`src/rtl/imem_loader_pkg.sv`:
```
// Shared types and sizes for the instruction-memory boot loader.
package imem_pkg;
  localparam int WORD_W         = 32;
  localparam int BYTES_PER_WORD = 4;
  localparam int HDR_W          = 16;
  localparam int BIDX_W         = 2;

  typedef enum logic [2:0] {
    S_IDLE,
    S_HDR_HI,
    S_HDR_LO,
    S_BYTES,
    S_WRITE,
    S_DONE
  } state_e;
endpackage

```
`src/rtl/imem_loader_if.sv`:
```
// Byte-stream input and instruction-memory write port of the loader.
interface imem_loader_if;
  import imem_pkg::*;

  logic              in_valid;
  logic [7:0]        in_data;
  logic              in_ready;
  logic              mem_we;
  logic [WORD_W-1:0] mem_addr;
  logic [WORD_W-1:0] mem_wdata;

  // master: the byte source / memory side; slave: the loader itself
  modport master (output in_valid, in_data,
                  input  in_ready, mem_we, mem_addr, mem_wdata);
  modport slave  (input  in_valid, in_data,
                  output in_ready, mem_we, mem_addr, mem_wdata);
endinterface

```
`src/rtl/imem_loader_byte_packer.sv`:
```
// Big-endian byte-to-word assembler; word_ready marks the byte completing a word.
module byte_packer
  import imem_pkg::*;
(
  input  logic              clk,
  input  logic              rst_n,
  input  logic              clr,
  input  logic              shift_en,
  input  logic [7:0]        din,
  output logic [WORD_W-1:0] word,
  output logic              word_ready
);
  logic [BIDX_W-1:0] idx;

  always_ff @(posedge clk or negedge rst_n) begin
    if (!rst_n) begin
      word <= '0;
      idx  <= '0;
    end else if (clr) begin
      word <= '0;
      idx  <= '0;
    end else if (shift_en) begin
      word <= {word[WORD_W-9:0], din};
      idx  <= idx + 1'b1;
    end
  end

  assign word_ready = shift_en && (idx == BIDX_W'(BYTES_PER_WORD-1));
endmodule

```
`src/rtl/imem_loader.sv`:
```
// Boot loader: header-counted byte stream -> sequential instruction memory writes,
// holding the CPU in reset until a good image has been written.
module imem_loader
  import imem_pkg::*;
#(
  parameter int          ADDR_W    = 8,
  parameter logic [31:0] BASE_ADDR = 32'h0000_0000
) (
  input  logic         clk,
  input  logic         rst_n,
  input  logic         start,
  imem_loader_if.slave bus,
  output logic         cpu_hold,
  output logic         busy,
  output logic         done,
  output logic         err
);
  localparam int          DEPTH     = 1 << ADDR_W;
  localparam logic [33:0] LAST_BYTE = {2'b00, BASE_ADDR} + 34'(DEPTH-1) * 34'd4;

  generate
    if (BASE_ADDR[1:0] != 2'b00 || LAST_BYTE[33:32] != 2'b00) begin : g_bad_cfg
      $error("imem_loader: BASE_ADDR misaligned or image address range wraps");
    end
  endgenerate

  state_e            state;
  logic [HDR_W-1:0]  count;
  logic [HDR_W-1:0]  wcnt;
  logic [WORD_W-1:0] addr;
  logic [WORD_W-1:0] word;
  logic              word_ready;
  logic              xfer;
  logic              launch;
  logic [HDR_W-1:0]  hdr_full;
  logic [HDR_W-1:0]  wcnt_nxt;

  assign bus.in_ready  = (state == S_HDR_HI) || (state == S_HDR_LO) || (state == S_BYTES);
  assign bus.mem_we    = (state == S_WRITE);
  assign bus.mem_addr  = addr;
  assign bus.mem_wdata = word;

  assign xfer     = bus.in_valid && bus.in_ready;
  assign launch   = start && ((state == S_IDLE) || (state == S_DONE));
  assign hdr_full = {count[HDR_W-1:8], bus.in_data};
  assign wcnt_nxt = wcnt + 1'b1;

  byte_packer u_packer (
    .clk        (clk),
    .rst_n      (rst_n),
    .clr        (launch),
    .shift_en   (xfer && (state == S_BYTES)),
    .din        (bus.in_data),
    .word       (word),
    .word_ready (word_ready)
  );

  always_ff @(posedge clk or negedge rst_n) begin
    if (!rst_n) begin
      state    <= S_IDLE;
      count    <= '0;
      wcnt     <= '0;
      addr     <= BASE_ADDR;
      cpu_hold <= 1'b1;
      busy     <= 1'b0;
      done     <= 1'b0;
      err      <= 1'b0;
    end else begin
      case (state)
        S_IDLE, S_DONE: if (launch) begin
          state    <= S_HDR_HI;
          done     <= 1'b0;
          err      <= 1'b0;
          busy     <= 1'b1;
          cpu_hold <= 1'b1;
          wcnt     <= '0;
          addr     <= BASE_ADDR;
        end
        S_HDR_HI: if (xfer) begin
          count[HDR_W-1:8] <= bus.in_data;
          state            <= S_HDR_LO;
        end
        S_HDR_LO: if (xfer) begin
          count[7:0] <= bus.in_data;
          if (hdr_full == '0) begin
            state    <= S_DONE;
            done     <= 1'b1;
            busy     <= 1'b0;
            cpu_hold <= 1'b0;
          end else if (32'(hdr_full) > 32'(DEPTH)) begin
            // oversized image: report and keep the CPU parked in reset
            state <= S_DONE;
            done  <= 1'b1;
            busy  <= 1'b0;
            err   <= 1'b1;
          end else begin
            state <= S_BYTES;
          end
        end
        S_BYTES: if (word_ready) state <= S_WRITE;
        S_WRITE: begin
          addr <= addr + 32'd4;
          wcnt <= wcnt_nxt;
          if (wcnt_nxt == count) begin
            state    <= S_DONE;
            done     <= 1'b1;
            busy     <= 1'b0;
            cpu_hold <= 1'b0;
          end else begin
            state <= S_BYTES;
          end
        end
        default: state <= S_IDLE;
      endcase
    end
  end
endmodule

```
`src/flat_wrapper.sv`:
```
// flat-port wrapper written by rule: the top's interface ports become plain ports
module imem_loader_flat import imem_pkg::*;
#(
  parameter int          ADDR_W    = 8,
  parameter logic [31:0] BASE_ADDR = 32'h0000_0000
)
  (clk, rst_n, start, cpu_hold, busy, done, err, bus_in_valid, bus_in_data, bus_in_ready, bus_mem_we, bus_mem_addr, bus_mem_wdata);
  imem_loader_if bus_i ();
  input  logic clk;
  input  logic rst_n;
  input  logic start;
  output logic cpu_hold;
  output logic busy;
  output logic done;
  output logic err;
  input wire logic [$bits(bus_i.in_valid)-1:0] bus_in_valid;
  input wire logic [$bits(bus_i.in_data)-1:0] bus_in_data;
  output wire logic [$bits(bus_i.in_ready)-1:0] bus_in_ready;
  output wire logic [$bits(bus_i.mem_we)-1:0] bus_mem_we;
  output wire logic [$bits(bus_i.mem_addr)-1:0] bus_mem_addr;
  output wire logic [$bits(bus_i.mem_wdata)-1:0] bus_mem_wdata;
  assign bus_i.in_valid = bus_in_valid;
  assign bus_i.in_data = bus_in_data;
  assign bus_in_ready = bus_i.in_ready;
  assign bus_mem_we = bus_i.mem_we;
  assign bus_mem_addr = bus_i.mem_addr;
  assign bus_mem_wdata = bus_i.mem_wdata;
  imem_loader #(.ADDR_W(ADDR_W), .BASE_ADDR(BASE_ADDR)) u_core (.clk(clk), .rst_n(rst_n), .start(start), .bus(bus_i), .cpu_hold(cpu_hold), .busy(busy), .done(done), .err(err));
endmodule
```
`config.mk`:
```
export PLATFORM = sky130hd
export DESIGN_NAME = imem_loader_flat
export DESIGN_NICKNAME = d
export VERILOG_FILES = /design/src/rtl/imem_loader_pkg.sv /design/src/rtl/imem_loader_if.sv /design/src/rtl/imem_loader_byte_packer.sv /design/src/rtl/imem_loader.sv /design/src/flat_wrapper.sv
export SDC_FILE = /design/constraint.sdc
export NUM_CORES = 1
export LEC_CHECK = 0
export BUFFER_PORTS_ARGS = -buffer_cell sky130_fd_sc_hd__buf_2
export CAP_MARGIN = 5
export CORE_UTILIZATION = 35
export CTS_BUF_LIST = sky130_fd_sc_hd__clkbuf_8
export DETAILED_ROUTE_END_ITERATION = 10
export GPL_ROUTABILITY_DRIVEN = 0
export HOLD_SLACK_MARGIN = 0.1
export PLACE_DENSITY = 0.53
export SETUP_SLACK_MARGIN = 0.4
export SLEW_MARGIN = 0
export SYNTH_ARGS = -nofsm -noshare
export SYNTH_HDL_FRONTEND = slang
export SYNTH_SLANG_ARGS = --single-unit
```
`constraint.sdc`:
```
create_clock -name clk -period 2.4 [get_ports clk]
set_input_delay 0.48 -clock clk [delete_from_list [all_inputs] [get_ports clk]]
set_output_delay 0.48 -clock clk [all_outputs]
set_load 0.02 [all_outputs]
```
==> flow_summary.json, run 1 <==
{
  "cap_violations": 0,
  "rsz0062_at_grt": "yes",
  "dieArea_mm2": 0.01548,
  "path_class": "flip-flop to flip-flop",
  "r2r_slack_ps": 80,
  "antenna_found_initial": 0,
  "ys_async_sr_fraction": 1.000,
  "ant_nets": 0,
  "post_drt_wl_per_cell_um": 15.46,
  "synth_top_flop_cell": "dfrtp_1",
  "cts_htree_levels": 3,
  "p_per_area_mw_per_mm2": 921.0,
  "grt_usage": 0.1736,
  "fin_skew_ps": 6.957,
  "antenna_cells": 0,
  "period_minus_slack_ps": 2320,
  "synth_top_area_cell": "dfrtp_1",
  "drt-total-wl_um": 13000,
  "nets": 667,
  "grt_pass1_vias": 4254,
  "cts_root_buffer": "clkbuf_8",
  "finalHoldViolations": 0,
  "syn_area_per_cell_um2": 9.448,
  "syn_inst": 555,
  "initial_utilization": 0.3594,
  "yosys_warnings": 0,
  "crit_fanout": 6,
  "vias": 4423,
  "vias_per_cell": 5.259,
  "critPathRequiredTime_ps": 2640,
  "finalSetupViolations": 0,
  "synth_cell_type_count": 61,
  "netlist.area_leader.share": 0.4868,
  "crit_arrival_ps": 2560,
  "synth-seq-cells": 103,
  "route.detailed.drc": 0,
  "grt_pass1_wl_um": 21880,
  "synth_area_mm2": 0.005244,
  "drt_pass1_iterations": 5,
  "io_pins": 82,
  "fp.dieW_um": 124.4,
  "synthTopCellsByArea": "dfrtp_1 49%, nand2_1 8.4%, o21ai_0 4.5%",
  "rows": 44,
  "gr-total-overflow": 0,
  "dr.first_iter.drc_count": 240,
  "layout-drive-gt1-share": 0.2907,
  "die_h_um": 124.4,
  "min_path_type": "input pin to flip-flop",
  "seq_area_frac_synth": 0.4918,
  "power.leakage_nw": 2.978,
  "power_mw": 5.802,
  "register_area_mm2": 0.002581,
  "clock_sinks": 103,
  "core_area_mm2": 0.01459,
  "clk_pin_slew_worst_paths_ps": 100,
  "insertion_delay_ps": 380,
  "whs_ps": 357.0,
  "grt_max_degree": 41,
  "final_max_slew_viol_count": 0,
  "cp-end-kind": "flip-flop",
  "relSlewSlack": 0.6387,
  "start_kind": "flip-flop",
  "multi_input_area_mm2": 0.002501,
  "cts_made_buffers": 9,
  "period_share": 0.9665,
  "status": "completed",
  "fmax_mhz": 431.1,
  "tightest_slew_ps": 541.9,
  "areaGrowthSynthToFinish_pct": 20.14,
  "cts_tree": "yes",
  "num-fill-cells": 1461,
  "reg2reg_depth": 7,
  "cts_buffer_depth": 2,
  "hpwl_um": 9024,
  "whs_path_depth": 3,
  "irDropWorstVdd_mv": 0.5665,
  "synth_edf_count": 0,
  "io_buffers": 79
}
==> layout make-up <==
type                            instances  area share
Clock buffer                            9     0.01966
Multi-Input combinational cell        411      0.3970
Clock inverter                          7     0.01390
Tap cell                              184     0.03654
Inverter                                6    0.003972
Timing Repair Buffer                  121      0.1192
Sequential cell                       103      0.4097
==> state kept, by name, indices dropped and copies added, names as in the netlist <==
| name | flops |
|---|---|
| u_core.u_packer.idx | 2 |
| u_core.u_packer.word | 32 |
| u_core.cpu_hold | 1 |
| u_core.bus.mem_addr | 30 |
| u_core.err | 1 |
| u_core.wcnt | 16 |
| u_core.busy | 1 |
| u_core.state | 3 |
| u_core.done | 1 |
| u_core.count | 16 |
==> power by group <==
group	switching [mW]	leakage [nW]	total (mW)	internal [mW]
Sequential	0.368	1.38	2.45	2.08
Combinational	1.27	1.48	2.16	0.888
Clock	0.612	0.115	1.19	0.583
Total	2.25	2.98	5.80	3.55
==> per-layer routing <==
| metal | GRT usage | vias up | routed length (um) |
|---|---|---|---|
| met5 | 0 | - | 0 |
| met4 | 0.03756 | 0 | 124 |
| met3 | 0.05455 | 12 | 834 |
| met2 | 0.2785 | 122 | 6108 |
| met1 | 0.2286 | 2144 | 5930 |
| li1 | - | 2145 | - |
==> placed cells by master (no fill, tap or decap), drive strengths merged, types with 2 or more instances in the layout <==
cell type,n
buf,120
nand2,118
dfrtp,102
o21ai,47
a21oi,42
nand3,27
nor2,26
mux2,19
mux2i,15
xnor2,13
and3,13
nand4,12
xor2,9
clkbuf,9
and4,9
o31ai,8
inv,8
a31oi,7
nor3,6
nor4,6
and2,4
clkinv,3
ha,3
nand2b,2
conb,2
bufinv,2
or3,2
==> logic make-up (layout without fill, tap and decap cells) <==
kind of cell / count (synthesis) / in the layout / synth area share
adders and majority gates: 3 / 3 / 0.007159
muxes: 34 / 34 / 0.07015
and+or+nand+nor: 233 / 233 / 0.2171
DFF: 103 / 103 / 0.4918
AOI/OAI and AO/OA: 117 / 117 / 0.1265
other: 1 / 2 / 0.0007151
xor gates and xnor gates: 22 / 22 / 0.03675
buffers and inverters: 42 / 143 / 0.04987
==> timing repair <==
action                                 CTS  global route
setup buffers                            8            10
resized for setup                       16            22
setup endpoints to repair               29            17
endpoints found under the hold margin   36             0
hold buffers                             1             0
pin swaps                                6             9
==> worst max-delay path: stages (launching register included) <==
cell and delay (ps):
dfrtp_2 450, and3_4 200, nand4_1 110, mux2_2 360, nor4_2 280, nand4_1 240
nor4_4 430, o31ai_1 110
==> stage by stage <==
stage / cells / setup slack (ps) / TNS (ps) / instance area, um^2 / util
finish: 841 / 80.30 / 0 / 6300 / 0.4318
global route: 841 / -50.36 / -65.69 / 6300 / 0.4318
CTS: 831 / 150.6 / 0 / 6148 / 0.4214
detailed placement: 806 / 52.00 / 0 / 5827 / 0.3994
global placement: 806 / 111.8 / 0 / 5827 / 0.3994
floorplan: 556 / 187.0 / 0 / 5250 / -
==> worst paths after layout <==
check | end | start
min in group asynchronous | u_core.bus.mem_addr[2] | rst_n
hold / removal | u_core.u_packer.word[0] | bus_in_data[0]
setup / recovery | u_core.busy | u_core.wcnt[2]
hold reg to reg | u_core.bus.mem_addr[31] | u_core.bus.mem_addr[31]
setup reg to reg | u_core.busy | u_core.wcnt[2]
max in group asynchronous | u_core.cpu_hold | rst_n
==> synthesized netlist by cell type (5+ instances only) <==
library cell / number
nor4_1: 5
o21ai_0: 47
a31oi_1: 7
nand2_1: 118
dfrtp_1: 102
nor2_1: 26
clkbuf_1: 17
xnor2_1: 13
buf_6: 8
o31ai_1: 8
nand4_1: 12
a21oi_1: 42
inv_1: 6
and3_1: 12
mux2i_1: 15
and4_1: 7
mux2_2: 18
xor2_1: 9
nor3_1: 5
nand3_1: 27
Power figures use the tool's default switching activity.
==> inputs of run 2 (changes only) <==
CORE_ASPECT_RATIO = 2   (was not set)
clock period = 1.9 ns   (was 2.4 ns; I/O delays follow)
==> run 2 against run 1 <==
  * The run now ends with negative setup slack left
  * Design area increased by 25%
  * First-iteration DRC count down 7.1%
  * Clock power is 35% higher
  * Core utilization up 10 points
  * Critical endpoint is now u_core.state[2]
  * Highest routed layer unchanged
==> flow_summary.json, run 2 (synthesis results as in run 1) <==
{
  "path_class": "flip-flop to flip-flop",
  "rsz0062_at_grt": "yes",
  "critPathMaxStageDelay_ps": 410,
  "power.leakage_nw": 3.817,
  "irDropWorstVdd_mv": 0.7391,
  "use_met2": 0.4115,
  "p_per_area_mw_per_mm2": 1175,
  "top_register": "u_core.u_packer.word",
  "finalSetupViolations": 5,
  "vias_per_cell": 5.264,
  "clock_sinks": 103,
  "core_area_mm2": 0.01474,
  "cts_htree_levels": 3,
  "grt_use_met3": 0.02740,
  "endpoint": "u_core.state[2]",
  "cap_violations": 0,
  "crit_cells": 8,
  "largest_register_ffs": 32,
  "fp.dieW_um": 88.55,
  "drt-total-wl_um": 16750,
  "dp_slack_ps": -411.1,
  "cp_cell_sequence": "and3_4, nand4_1, mux2_4, nor4_4, nand4_1, buf_4, nor4_4, or3_1",
  "io_buffers": 79,
  "rr_endpoint": "u_core.state[2]",
  "dieArea_mm2": 0.01551,
  "layout_setup_ws_ps": -399.3,
  "grt_max_degree": 47,
  "r2r_slack_ps": -400,
  "cts_made_buffers": 9,
  "critPathRequiredTime_ps": 2210,
  "io_pins": 82,
  "hpwl_um": 10890,
  "cts_buffer_depth": 2,
  "areaGrowthSynthToFinish_pct": 50.61,
  "cts_root_buffer": "clkbuf_8",
  "rows": 63,
  "failed_checks": "negative setup slack",
  "period_share": 1.210,
  "insertion_delay_ps": 370,
  "final_max_slew_viol_count": 0,
  "min_path_type": "input pin to flip-flop",
  "period_minus_slack_ps": 2299,
  "whs_ps": 295.9,
  "grt_pass1_wl_um": 25500,
  "layout-drive-gt1-share": 0.4881,
  "reg2reg_depth": 8,
  "antenna_cells": 0,
  "crit_arrival_ps": 2610,
  "nets": 768,
  "cp-end-kind": "flip-flop",
  "clk_pin_slew_worst_paths_ps": 100,
  "worst-path-buf-inv": 1,
  "antenna_found_initial": 0,
  "final_common_cell": "nand2_1",
  "finalHoldViolations": 0,
  "r2r-start": "u_core.wcnt[0]",
  "grt_usage": 0.2170,
  "fin_util": 0.5358,
  "vias": 5017,
  "gr-total-overflow": 0,
  "crit_fanout": 4,
  "cts_tree": "yes",
  "slowest_stage": "dfrtp_1",
  "final_cell_mix": "104 x nand2_1, 98 x buf_4, 92 x dfrtp_1",
  "die_h_um": 175.1,
  "status": "finished with violations",
  "busiest_layer": "met2",
  "fin_skew_ps": 11.56,
  "ant_nets": 0,
  "start_kind": "flip-flop",
  "route.detailed.drc": 0,
  "crit_family": "simple AND/OR/NAND/NOR gates",
  "grt_pass1_vias": 5064,
  "fmax_mhz": 434.9,
  "met1_usage": 0.2199,
  "dr.first_iter.drc_count": 223,
  "crit_start": "u_core.wcnt[0]",
  "post_drt_wl_per_cell_um": 17.58,
  "initial_utilization": 0.3557,
  "drt_pass1_iterations": 4
}
## run 2: cell count changes in the layout (fill, tap and decap cells not counted), moves of 8 or more
cell     delta
o21ai_0    -39
buf_6      +31
nand2_4     +8
mux2_2      -9
o21ai_1    +18
nand3_2    +15
dfrtp_1     -8
nand2_1    -13
mux2_4      +9
dfrtp_2     +8
nand3_1    -16
buf_4      +59
buf_12      +8
o21ai_2    +19
## run 2: metrics by stage
step           total power, mW  TNS, ps  instances  area (um^2)
2_1_floorplan            4.941    -1462        556         5396
5_1_grt                  9.736    -2349        953         7898
3_3_place_gp             5.956    -1777        871         6404
3_5_place_dp             6.021    -2067        871         6404
4_1_cts                  8.750    -1383        931         7486
6_report                 9.278    -1889        953         7898
## run 2: layout make-up
class	count	area (um^2)
clock buffer	11	151.4
fill	1352	6843
multi-input combinational	411	2945
inverter	6	22.52
sequential	103	2591
timing repair buffer	222	1863
clock inverter	5	80.08
tap	195	244.0
## run 2: metal layers
| metal | share of wire | wire length [um] |
|---|---|---|
| met5 | 0 | 0 |
| met4 | 0.051 | 848 |
| met3 | 0.029 | 480 |
| met2 | 0.57 | 9488 |
| met1 | 0.35 | 5937 |
## run 2: worst reg2reg max path, delay by kind of cell, from the launching register on
| kind | cells | cell delay [ps] |
|---|---|---|
| buffers and inverters | 1 | 200 |
| muxes | 1 | 350 |
| and+or+nand+nor | 6 | 1270 |
| DFF | 1 | 410 |
## run 2: how the worst min path moves through the flow
stage,from,end,slack [ps],depth (start not counted)
finish,bus_in_data[0],u_core.u_packer.word[0],300,3
global placement,rst_n,u_core.bus.mem_addr[21],310,1
detailed placement,rst_n,u_core.bus.mem_addr[21],320,1
floorplan,rst_n,u_core.bus.mem_addr[10],80,0
global route,bus_in_data[0],u_core.u_packer.word[0],300,3
CTS,bus_in_data[0],u_core.u_packer.word[0],280,3
## run 2: report_power, final
part / switching, mW / leakage [nW] / internal (mW)
Clock: 0.796 / 0.117 / 0.816
Sequential: 0.433 / 1.37 / 2.63
Combinational: 2.27 / 2.33 / 2.33
## run 2: what timing repair did
item,4_1_cts,5_1_grt
hold buffers,1,0
hold endpoints to repair,22,0
endpoints found under the setup margin,99,106
setup buffers,39,21
gates resized for setup,126,59
cloned,4,1
pin swaps,51,31
